## src/rtl/sram_pkg.sv

```systemverilog
// sram_pkg: shared state encoding, counter width and parameter check for sram_ctrl
package sram_pkg;
  localparam int WAIT_W = 4;
  typedef enum logic [2:0] {IDLE, RD, TURN, WSETUP, WPULSE, WHOLD} state_t;
  function automatic bit params_ok(int dw, int rd_wait, int wr_wait, int turnaround);
    return dw > 0 && dw % 8 == 0 && rd_wait inside {[0:15]} && wr_wait inside {[0:15]} &&
           turnaround inside {[0:15]};
  endfunction
endpackage

```

## src/rtl/sram_ctrl.sv

```systemverilog
// sram_ctrl: single-clock asynchronous-SRAM controller with valid/ready request port
module sram_ctrl import sram_pkg::*; #(
  parameter int AW = 19,
  parameter int DW = 16,
  parameter int RD_WAIT = 1,
  parameter int WR_WAIT = 1,
  parameter int TURNAROUND = 1
) (
  input  logic            clk_core,
  input  logic            reset,
  input  logic            req_valid,
  output logic            req_ready,
  input  logic            req_we,
  input  logic [AW-1:0]   req_addr,
  input  logic [DW-1:0]   req_wdata,
  input  logic [DW/8-1:0] req_be,
  output logic            rsp_valid,
  output logic [DW-1:0]   rsp_rdata,
  output logic [AW-1:0]   sram_a,
  output logic [DW-1:0]   sram_d_out,
  input  logic [DW-1:0]   sram_d_in,
  output logic            sram_d_oe,
  output logic            sram_ce_n,
  output logic            sram_oe_n,
  output logic            sram_we_n,
  output logic [DW/8-1:0] sram_be_n
);
  localparam int BW = DW / 8;
  localparam logic [WAIT_W-1:0] RD_LD = WAIT_W'(RD_WAIT);
  localparam logic [WAIT_W-1:0] WR_LD = WAIT_W'(WR_WAIT);
  localparam logic [WAIT_W-1:0] TA_LD = WAIT_W'(TURNAROUND > 0 ? TURNAROUND - 1 : 0);
  if (!params_ok(DW, RD_WAIT, WR_WAIT, TURNAROUND)) begin : g_param_err
    $error("sram_ctrl: DW must be a multiple of 8 and wait/turnaround values must be 0..15");
  end
  state_t state, next;
  logic [WAIT_W-1:0] cnt, cnt_d;
  logic [BW-1:0] be_q, be_n_d;
  logic [DW-1:0] wdata_q;
  logic last_rd, accept, done, rd_done;
  logic ce_n_d, oe_n_d, we_n_d, d_oe_d;
  assign req_ready = state == IDLE;
  assign accept = req_valid && req_ready;
  assign done = cnt == '0;
  assign rd_done = state == RD && done;
  always_ff @(posedge clk_core) begin
    if (reset) begin
      state <= IDLE;
      cnt <= '0;
    end else begin
      state <= next;
      cnt <= cnt_d;
    end
  end
  always_comb begin
    next = state;
    case (state)
      IDLE:    if (accept) next = !req_we ? RD : (last_rd && TURNAROUND > 0) ? TURN : WSETUP;
      RD:      if (done) next = IDLE;
      TURN:    if (done) next = WSETUP;
      WSETUP:  next = WPULSE;
      WPULSE:  if (done) next = WHOLD;
      WHOLD:   next = IDLE;
      default: next = IDLE;
    endcase
  end
  // Strobes are registered, so decode them from the state being entered.
  always_comb begin
    ce_n_d = next inside {IDLE, TURN};
    oe_n_d = next != RD;
    we_n_d = next != WPULSE;
    d_oe_d = next inside {WSETUP, WPULSE, WHOLD};
    be_n_d = ce_n_d ? '1 : ~(accept ? req_be : be_q);
    cnt_d = next == state ? cnt - 1'b1 :
            next == RD ? RD_LD : next == TURN ? TA_LD : next == WPULSE ? WR_LD : '0;
  end
  always_ff @(posedge clk_core) begin
    if (reset) begin
      sram_ce_n <= 1'b1;
      sram_oe_n <= 1'b1;
      sram_we_n <= 1'b1;
      sram_be_n <= '1;
      sram_d_oe <= 1'b0;
      sram_a <= '0;
      sram_d_out <= '0;
      rsp_valid <= 1'b0;
      rsp_rdata <= '0;
      last_rd <= 1'b0;
      be_q <= '0;
      wdata_q <= '0;
    end else begin
      sram_ce_n <= ce_n_d;
      sram_oe_n <= oe_n_d;
      sram_we_n <= we_n_d;
      sram_be_n <= be_n_d;
      sram_d_oe <= d_oe_d;
      rsp_valid <= rd_done || state == WHOLD;
      if (accept) begin
        sram_a <= req_addr;
        be_q <= req_be;
        wdata_q <= req_wdata;
      end
      if (next == WSETUP) sram_d_out <= accept ? req_wdata : wdata_q;
      if (rd_done) rsp_rdata <= sram_d_in;
      if (rd_done) last_rd <= 1'b1;
      else if (state == WHOLD) last_rd <= 1'b0;
    end
  end
endmodule
```

## config.mk

```make
export PLATFORM = sky130hd
export DESIGN_NAME = sram_ctrl
export DESIGN_NICKNAME = d
export VERILOG_FILES = /design/src/rtl/sram_pkg.sv /design/src/rtl/sram_ctrl.sv
export SDC_FILE = /design/constraint.sdc
export NUM_CORES = 1
export LEC_CHECK = 0
export BUFFER_PORTS_ARGS = -buffer_cell sky130_fd_sc_hd__buf_2
export CAP_MARGIN = 5
export CORE_UTILIZATION = 35
export DETAILED_ROUTE_END_ITERATION = 16
export PLACE_DENSITY_LB_ADDON = 0.1
export RECOVER_POWER = 100
export SKIP_CTS_REPAIR_TIMING = 1
export SLEW_MARGIN = 20
export SYNTH_ARGS = -nofsm -noshare
export SYNTH_HDL_FRONTEND = slang
export SYNTH_SLANG_ARGS = --single-unit
```

## constraint.sdc

```tcl
create_clock -name clk_core -period 2.81 [get_ports clk_core]
set_input_delay 0.281 -clock clk_core [delete_from_list [all_inputs] [get_ports clk_core]]
set_output_delay 0.281 -clock clk_core [all_outputs]
set_load 0.01 [all_outputs]
```

==> results of run 1 <==
## Yosys cell counts (all sizes together)
| library cell | count | area share |
|---|---|---|
| a2111oi | 1 | 0.0028 |
| a211o | 1 | 0.0028 |
| a211oi | 1 | 0.0024 |
| a21o | 2 | 0.0048 |
| a21oi | 57 | 0.091 |
| a31o | 1 | 0.0028 |
| a31oi | 1 | 0.0020 |
| and2 | 1 | 0.0020 |
| buf | 9 | 0.021 |
| clkbuf | 16 | 0.019 |
| dfxtp | 84 | 0.54 |
| ha | 1 | 0.0040 |
| inv | 4 | 0.0048 |
| maj3 | 1 | 0.0032 |
| mux2 | 16 | 0.069 |
| mux2i | 1 | 0.0032 |
| nand2 | 110 | 0.13 |
| nand2b | 1 | 0.0020 |
| nand3 | 3 | 0.0048 |
| nand3b | 1 | 0.0024 |
| nor2 | 2 | 0.0024 |
| nor2b | 16 | 0.032 |
| nor3 | 6 | 0.0096 |
| nor4b | 1 | 0.0028 |
| o211a | 1 | 0.0032 |
| o221a | 1 | 0.0036 |
| o221ai | 1 | 0.0028 |
| o32a | 1 | 0.0032 |
| o32ai | 1 | 0.0028 |
| or3 | 3 | 0.0060 |
| or3b | 1 | 0.0028 |
| or4b | 1 | 0.0044 |
| xnor2 | 3 | 0.0084 |
## worst register-to-register path: cells and delay by family (launching register included)
kind | cells | cell delay (ns)
buf+inv | 1 | 0.48
simple gates | 1 | 0.83
compound gates | 2 | 0.79
flops | 1 | 0.42
## kinds of logic after synthesis
group                      synth area share
AOI/OAI and AO/OA                     0.125
adders and majority gates           0.00722
DFF                                   0.539
buffers and inverters                0.0449
muxes                                0.0718
and+or+nand+nor                       0.204
xor gates and xnor gates            0.00843
## worst max path at each step
| stage | end | slack [ns] | depth (start not counted) |
|---|---|---|---|
| after detailed placement | sram_d_out[8] | 0.23 | 6 |
| after global placement | sram_d_out[11] | 0.28 | 6 |
| after floorplan | sram_d_out[0] | 0.59 | 9 |
| after CTS | sram_d_out[11] | 0.24 | 6 |
| after global routing | cnt[0] | 0.06 | 5 |
| final | cnt[0] | 0.24 | 4 |
## power breakdown
group / leakage, µW / internal (µW) / switching, µW / total [µW]
combinational: 0.000760 / 324 / 526 / 850
clock: 0.000116 / 574 / 410 / 985
sequential: 0.000686 / 1370 / 82.0 / 1450
total: 0.00156 / 2270 / 1020 / 3290
## per-layer routing
layer,vias to the layer above,GRT usage,part of all wire
met4,0,0.0662,0.011
met2,76,0.248,0.45
met1,1179,0.189,0.47
li1,1367,-,-
met5,-,0,0
met3,7,0.0454,0.071
## registers in the layout (all words and copies together) (netlist names), 2 cells and up
register,flops
sram_d_out,16
state,3
rsp_rdata,16
be_q,2
sram_be_n,2
wdata_q,16
sram_a,19
cnt,4
## area by class of cell
type	instances	area (µm²)
multi-input cells	237	1270
clock inverters	3	67.6
clock buffers	13	169
well taps	108	135
repair buffers	122	552
flip-flops and latches	84	1680
inverters	4	15.0
fillers	920	4790
## metrics by stage
stage	power, µW	utilization	worst slack [ns]	hold slack (ns)
finish	3290	0.448	0.239	0.163
global route	3520	0.448	0.0585	0.149
CTS	3390	0.462	0.238	0.147
detailed placement	2390	0.434	0.233	0.443
global placement	2390	0.434	0.282	0.439
floorplan	2110	-	0.593	0.402
==> metrics.csv, run 1 <==
metric,value,unit
CTS HTree Levels,3,
largest net degree at the start of global routing,38,
P_leak,0.00156,µW
total CTS buffers,9,
Die X-Extent,96.4,µm
r2r startpoint,state[1],
Fmax,389,MHz
Slew HR,0.510,
pwr dens,845,nW/µm²
critical-path cell list,or4b_1 -> clkbuf_2 -> o221ai_1 -> a31o_2,
status,finished clean,
Root Buffer,clkbuf_8,
period utilisation layout,0.915,
Sink Count,84,
fin nets,516,
Die ar.,9290,µm²
CP Max Fanout,27,
Longest Clk Path Bufs,2,
final hold violations,0,
Post-DP HPWL,4.74,mm
WP buf/inv,1,
# setup viols final,0,
DRT antenna net count,0,
Max Clock Skew,0.00958,ns
Syn Inst Count,350,
crit start category,flop,
Synthesized Nets,408,
first-pass GRT wire length,10.8,mm
Critical R2R Capture,cnt[0],
Max Cap Viol,0,
#FFs+latches synth,84,
reg2reg path depth,4,
Crit path arrival time,2.86,ns
Final Wtd Congestion,0.719,
GR Util All Layers,0.153,
area grow syn2layout,24.7,%
number of cells after detailed placement,555,
initial core utilization,0.359,
PortBufs,115,
clk slew on worst S/H paths,0.08,ns
number of global-route vias before repair,2316,
hold-critical path depth,3,
fin. max-slew vios,0,
Post-Syn Area,3120,µm²
most frequent cells in the layout,"110 x nand2_1, 84 x dfxtp_1, 60 x clkbuf_1",
Crit path max-delay family,simple AND/OR/NAND/NOR gates,
crit path launch,state[1],
# DRC,0,
Pre-antenna DRT Iters,4,
Antenna Cells,0,
Worst Hold Launch,sram_d_in[6],
Iter 0 DRT Violations,107,
Core Rows,34,
drt wl/cell,12.4,µm
maximum vdd drop,0.000280,V
core area,8680,µm²
final instance area,3890,µm²
via count,2629,
Hold WC Path Type,in -> reg,
Setup CP Type,reg -> reg,
"Slowest-stage cell, CP",or4b_1,
internal reg-to-reg setup slack,0.24,ns
max incr delay on CP,0.83,ns
Ys Warns,0,
slew of the pin with the lowest slew margin,0.735,ns
Fin Setup TNS,0,ns
Final min period,2.57,ns
post-route insts no fill,571,
post-synthesis sequential area ratio,0.539,
initial antenna violation count,0,
unrepaired setup endpoints after global routing,no,
I/O Pins,116,
Worst EP required,3.10,ns
worst-skew pair later-pin latency,0.34,ns
Worst Setup End Kind,flop,
layout cells sized above 1,0.192,
drt via density,4.60,
hold endpoint,rsp_rdata[6],
Die Y,96.4,µm
"most common cell after layout, fill and taps aside",nand2_1,
Post-Syn Area per Cell,8.91,µm²
GRT overflow,0,
Post-Route WL,7.09,mm
CTS tree,done,
Unique masters post-synth,37,
DP Area,3770,µm²
(Power assumes the default switching activity.)
==> run 2, diff against run 1 <==
- CORE_ASPECT_RATIO: unset -> 0.9
- GPL_ROUTABILITY_DRIVEN: unset -> 0
- REMOVE_ABC_BUFFERS: unset -> 1
==> metrics.csv, run 2 (same netlist as run 1, synthesis figures left out) <==
metric,value,unit
status,finished clean,
GR Util All Layers,0.159,
Fmax,416,MHz
maximum vdd drop,0.000327,V
CTS HTree Levels,3,
Longest Clk Path Bufs,2,
# setup viols final,0,
Pre-antenna DRT Iters,4,
Sink Count,84,
most flop-heavy register,sram_a,
max reg flops,19,
Die ar.,9290,µm²
pre-CTS WS,0.522,ns
Iter 0 DRT Violations,53,
Antenna Cells,0,
fin. max-slew vios,0,
first-pass GRT wire length,11.6,mm
# DRC,0,
DRT antenna net count,0,
Root Buffer,clkbuf_8,
largest net degree at the start of global routing,40,
Die Y,91.6,µm
drt wl/cell,12.5,µm
clk slew on worst S/H paths,0.09,ns
"most common cell after layout, fill and taps aside",nand2_1,
Max Cap Viol,0,
critical-path cell list,or4b_1 -> clkbuf_2 -> o32ai_1 -> a211o_1 -> a31o_2,
Crit path arrival time,2.65,ns
drt via density,4.59,
CP Max Fanout,39,
Max Clock Skew,0.00832,ns
Slew HR,0.419,
crit start category,flop,
initial core utilization,0.362,
total CTS buffers,9,
I/O Pins,116,
final hold violations,0,
period utilisation layout,0.856,
number of cells after detailed placement,566,
Crit path max-delay family,compound AO/OA/AOI/OAI gates,
Final min period,2.40,ns
PortBufs,115,
P_leak,0.00155,µW
area grow syn2layout,24.3,%
number of global-route vias before repair,2477,
most frequent cells in the layout,"110 x nand2_1, 84 x dfxtp_1, 59 x clkbuf_1",
"Slowest-stage cell, CP",clkbuf_2,
Worst Setup End Kind,flop,
CTS tree,done,
Post-Route WL,7.28,mm
WP buf/inv,1,
worst-skew pair later-pin latency,0.35,ns
max incr delay on CP,0.68,ns
via count,2668,
core area,8610,µm²
Die X-Extent,102,µm
fin nets,516,
post-route insts no fill,581,
Worst EP required,3.05,ns
layout cells sized above 1,0.193,
Hold WC Path Type,in -> reg,
unrepaired setup endpoints after global routing,no,
Post-DP HPWL,4.87,mm
GRT overflow,0,
post-layout util,0.451,
Setup CP Type,reg -> reg,
slew of the pin with the lowest slew margin,0.872,ns
Core Rows,32,
pwr dens,815,nW/µm²
initial antenna violation count,0,
min setup slack post-route,0.405,ns
total power,3160,µW
[run 2: worst paths after layout]
check | from | endpoint | slack, ns | cells after the start
worst min register to register | wdata_q[0] | wdata_q[0] | 0.46 | 2
worst max-delay path | state[0] | cnt[0] | 0.41 | 5
worst max register to register | state[0] | cnt[0] | 0.41 | 5
worst min-delay path | sram_d_in[4] | rsp_rdata[4] | 0.16 | 3
[run 2: final cells by class]
cell class                 count  area (µm²)
tap                          119         149
clock buffer                  10         138
clock inverter                 5        60.1
multi-input combinational    237        1270
inverter                       4        15.0
timing repair buffer         122         564
fill                         924        4730
sequential                    84        1680
[run 2: stage by stage]
| step | TNS (ns) | hold slack, ns | instance area (µm²) |
|---|---|---|---|
| final | 0 | 0.160 | 3880 |
| after floorplan | -59.60 | 0.350 | 2990 |
| after global routing | 0 | 0.140 | 3880 |
| after detailed placement | 0 | 0.444 | 3790 |
| after global placement | 0 | 0.438 | 3790 |
| after CTS | 0 | 0.145 | 3990 |
[run 2: tightest hold or removal path, cell delays in order]
cell and delay [ns]:
buf_2 0.09, nand2_1 0.04, a21oi_1 0.05
[run 2: report_power, final]
| part | switching, µW | internal (µW) |
|---|---|---|
| logic | 511 | 324 |
| registers | 97.7 | 1370 |
| clock network | 426 | 433 |
[run 2: routing by layer]
layer,up-vias,wire (µm),part of all wire,GRT usage
met2,70,3200,0.44,0.249
met1,1222,3560,0.49,0.204
li1,1368,-,-,-
met3,8,458,0.063,0.0577
met5,-,0,0,0
met4,0,63,0.0086,0.0399
==> run 3, diff against run 2 <==
- PLACE_DENSITY: unset -> 0.7
- PLACE_DENSITY_LB_ADDON: 0.1 -> unset
==> metrics.csv, run 3 (same netlist as run 1, synthesis figures left out) <==
metric,value,unit
hold-critical path depth,3,
Iter 0 DRT Violations,100,
via count,2655,
fill count,921,
"Slowest-stage cell, CP",or3b_1,
Final min period,2.36,ns
hold_ws,0.158,ns
DRT antenna net count,0,
Slew HR,0.470,
Die ar.,9290,µm²
Sink Count,84,
P_leak,0.00156,µW
first-pass GRT wire length,11.3,mm
Worst Setup End Kind,flop,
internal reg-to-reg setup slack,0.45,ns
number of global-route vias before repair,2424,
pwr dens,854,nW/µm²
unrepaired setup endpoints after global routing,no,
Crit path arrival time,2.59,ns
CTS HTree Levels,3,
fin nets,515,
Antenna Cells,0,
Core Rows,32,
met2 GRT Util,0.242,
largest net degree at the start of global routing,40,
most frequent cells in the layout,"110 x nand2_1, 84 x dfxtp_1, 59 x clkbuf_1",
pre-CTS WS,0.494,ns
critical-path cell list,inv_1 -> ha_1 -> or3b_1 -> o32a_1 -> a21o_1 -> buf_4 -> mux2_1,
most flop-heavy register,sram_a,
GR Util All Layers,0.156,
Die Y,91.6,µm
register area,1680,µm²
Root Buffer,clkbuf_8,
Longest Clk Path Bufs,2,
Worst Hold Launch,req_addr[13],
Post-DP HPWL,4.65,mm
"most common cell after layout, fill and taps aside",nand2_1,
max reg flops,19,
drt via density,4.57,
Max Clock Skew,0.00680,ns
Fin Setup TNS,0,ns
reg2reg path depth,7,
min setup slack post-route,0.451,ns
Fmax,424,MHz
Worst EP required,3.04,ns
CP Max Fanout,17,
Hold WC Path Type,in -> reg,
GRT overflow,0,
Max Cap Viol,0,
Post-Route WL,6.98,mm
Critical R2R Capture,sram_d_out[15],
initial antenna violation count,0,
met1 Track Usage GR,0.200,
initial core utilization,0.362,
layout cells sized above 1,0.190,
drt wl/cell,12.0,µm
# DRC,0,
clk slew on worst S/H paths,0.08,ns
hold endpoint,sram_a[13],
period utilisation layout,0.839,
r2r startpoint,cnt[0],
worst-skew pair later-pin latency,0.35,ns
crit start category,flop,
max incr delay on CP,0.51,ns
status,finished clean,
M3 GR Usage,0.0600,
number of cells after detailed placement,565,
I/O Pins,116,
grt peak-use layer,met2,
maximum vdd drop,0.000446,V
post-route insts no fill,581,
area of the multi-input gates,1260,µm²
area grow syn2layout,25.2,%
PortBufs,115,
Pre-antenna DRT Iters,4,
total CTS buffers,9,
# setup viols final,0,
slew of the pin with the lowest slew margin,0.794,ns
Die X-Extent,102,µm
fin. max-slew vios,0,
Setup CP Type,reg -> reg,
CTS tree,done,
core area,8610,µm²
final hold violations,0,
-- run 3: cell count changes in the layout (fill, tap and decap cells not counted), sizes merged --
cell / delta
bufinv: +2
buf: -1
inv: -1
-- run 3: power by group --
group | switching (µW) | leakage (µW) | internal (µW)
clock | 427 | 0.000122 | 614
combinational | 508 | 0.000752 | 317
sequential | 98.7 | 0.000686 | 1370
total | 1030 | 0.00156 | 2300
-- run 3: critical path, delay by kind of cell (launching register included) --
family	cells	cell delay (ns)
AO/OA/AOI/OAI	2	0.61
AND/OR/NAND/NOR	1	0.51
multiplexers	1	0.34
flip-flops	1	0.32
buffers and inverters	2	0.29
adder cells (fa/ha/maj)	1	0.18
-- run 3: final cells by class --
type | instances | share of cell area
sequential | 84 | 0.431
multi-input combinational | 237 | 0.324
timing repair buffer | 121 | 0.139
tap | 119 | 0.0381
clock buffer | 10 | 0.0353
clock inverter | 6 | 0.0285
inverter | 4 | 0.00385
-- run 3: metrics by stage --
stage	total power [µW]	area [µm²]	utilization
finish	3340	3900	0.453
global route	3560	3900	0.453
CTS	3430	4020	0.467
detailed placement	2380	3770	0.439
global placement	2350	3770	0.439
floorplan	2050	2990	-
-- run 3: metal layers --
layer	wire length, µm	part of all wire	vias to the layer above
met4	64	0.0092	0
met1	3470	0.50	1201
met2	3010	0.43	78
met3	436	0.062	7
li1	-	-	1369
met5	0	0	-
-- run 3: worst max path at each step --
| stage | from | end | slack [ns] | cells past startpoint |
|---|---|---|---|---|
| after floorplan | state[1] | cnt[0] | -1.30 | 4 |
| after global placement | cnt[0] | sram_d_out[4] | 0.56 | 7 |
| after detailed placement | cnt[0] | sram_d_out[15] | 0.49 | 7 |
| after CTS | cnt[0] | sram_d_out[15] | 0.46 | 7 |
| after global routing | cnt[0] | sram_d_out[15] | 0.37 | 7 |
| final | cnt[0] | sram_d_out[15] | 0.45 | 7 |
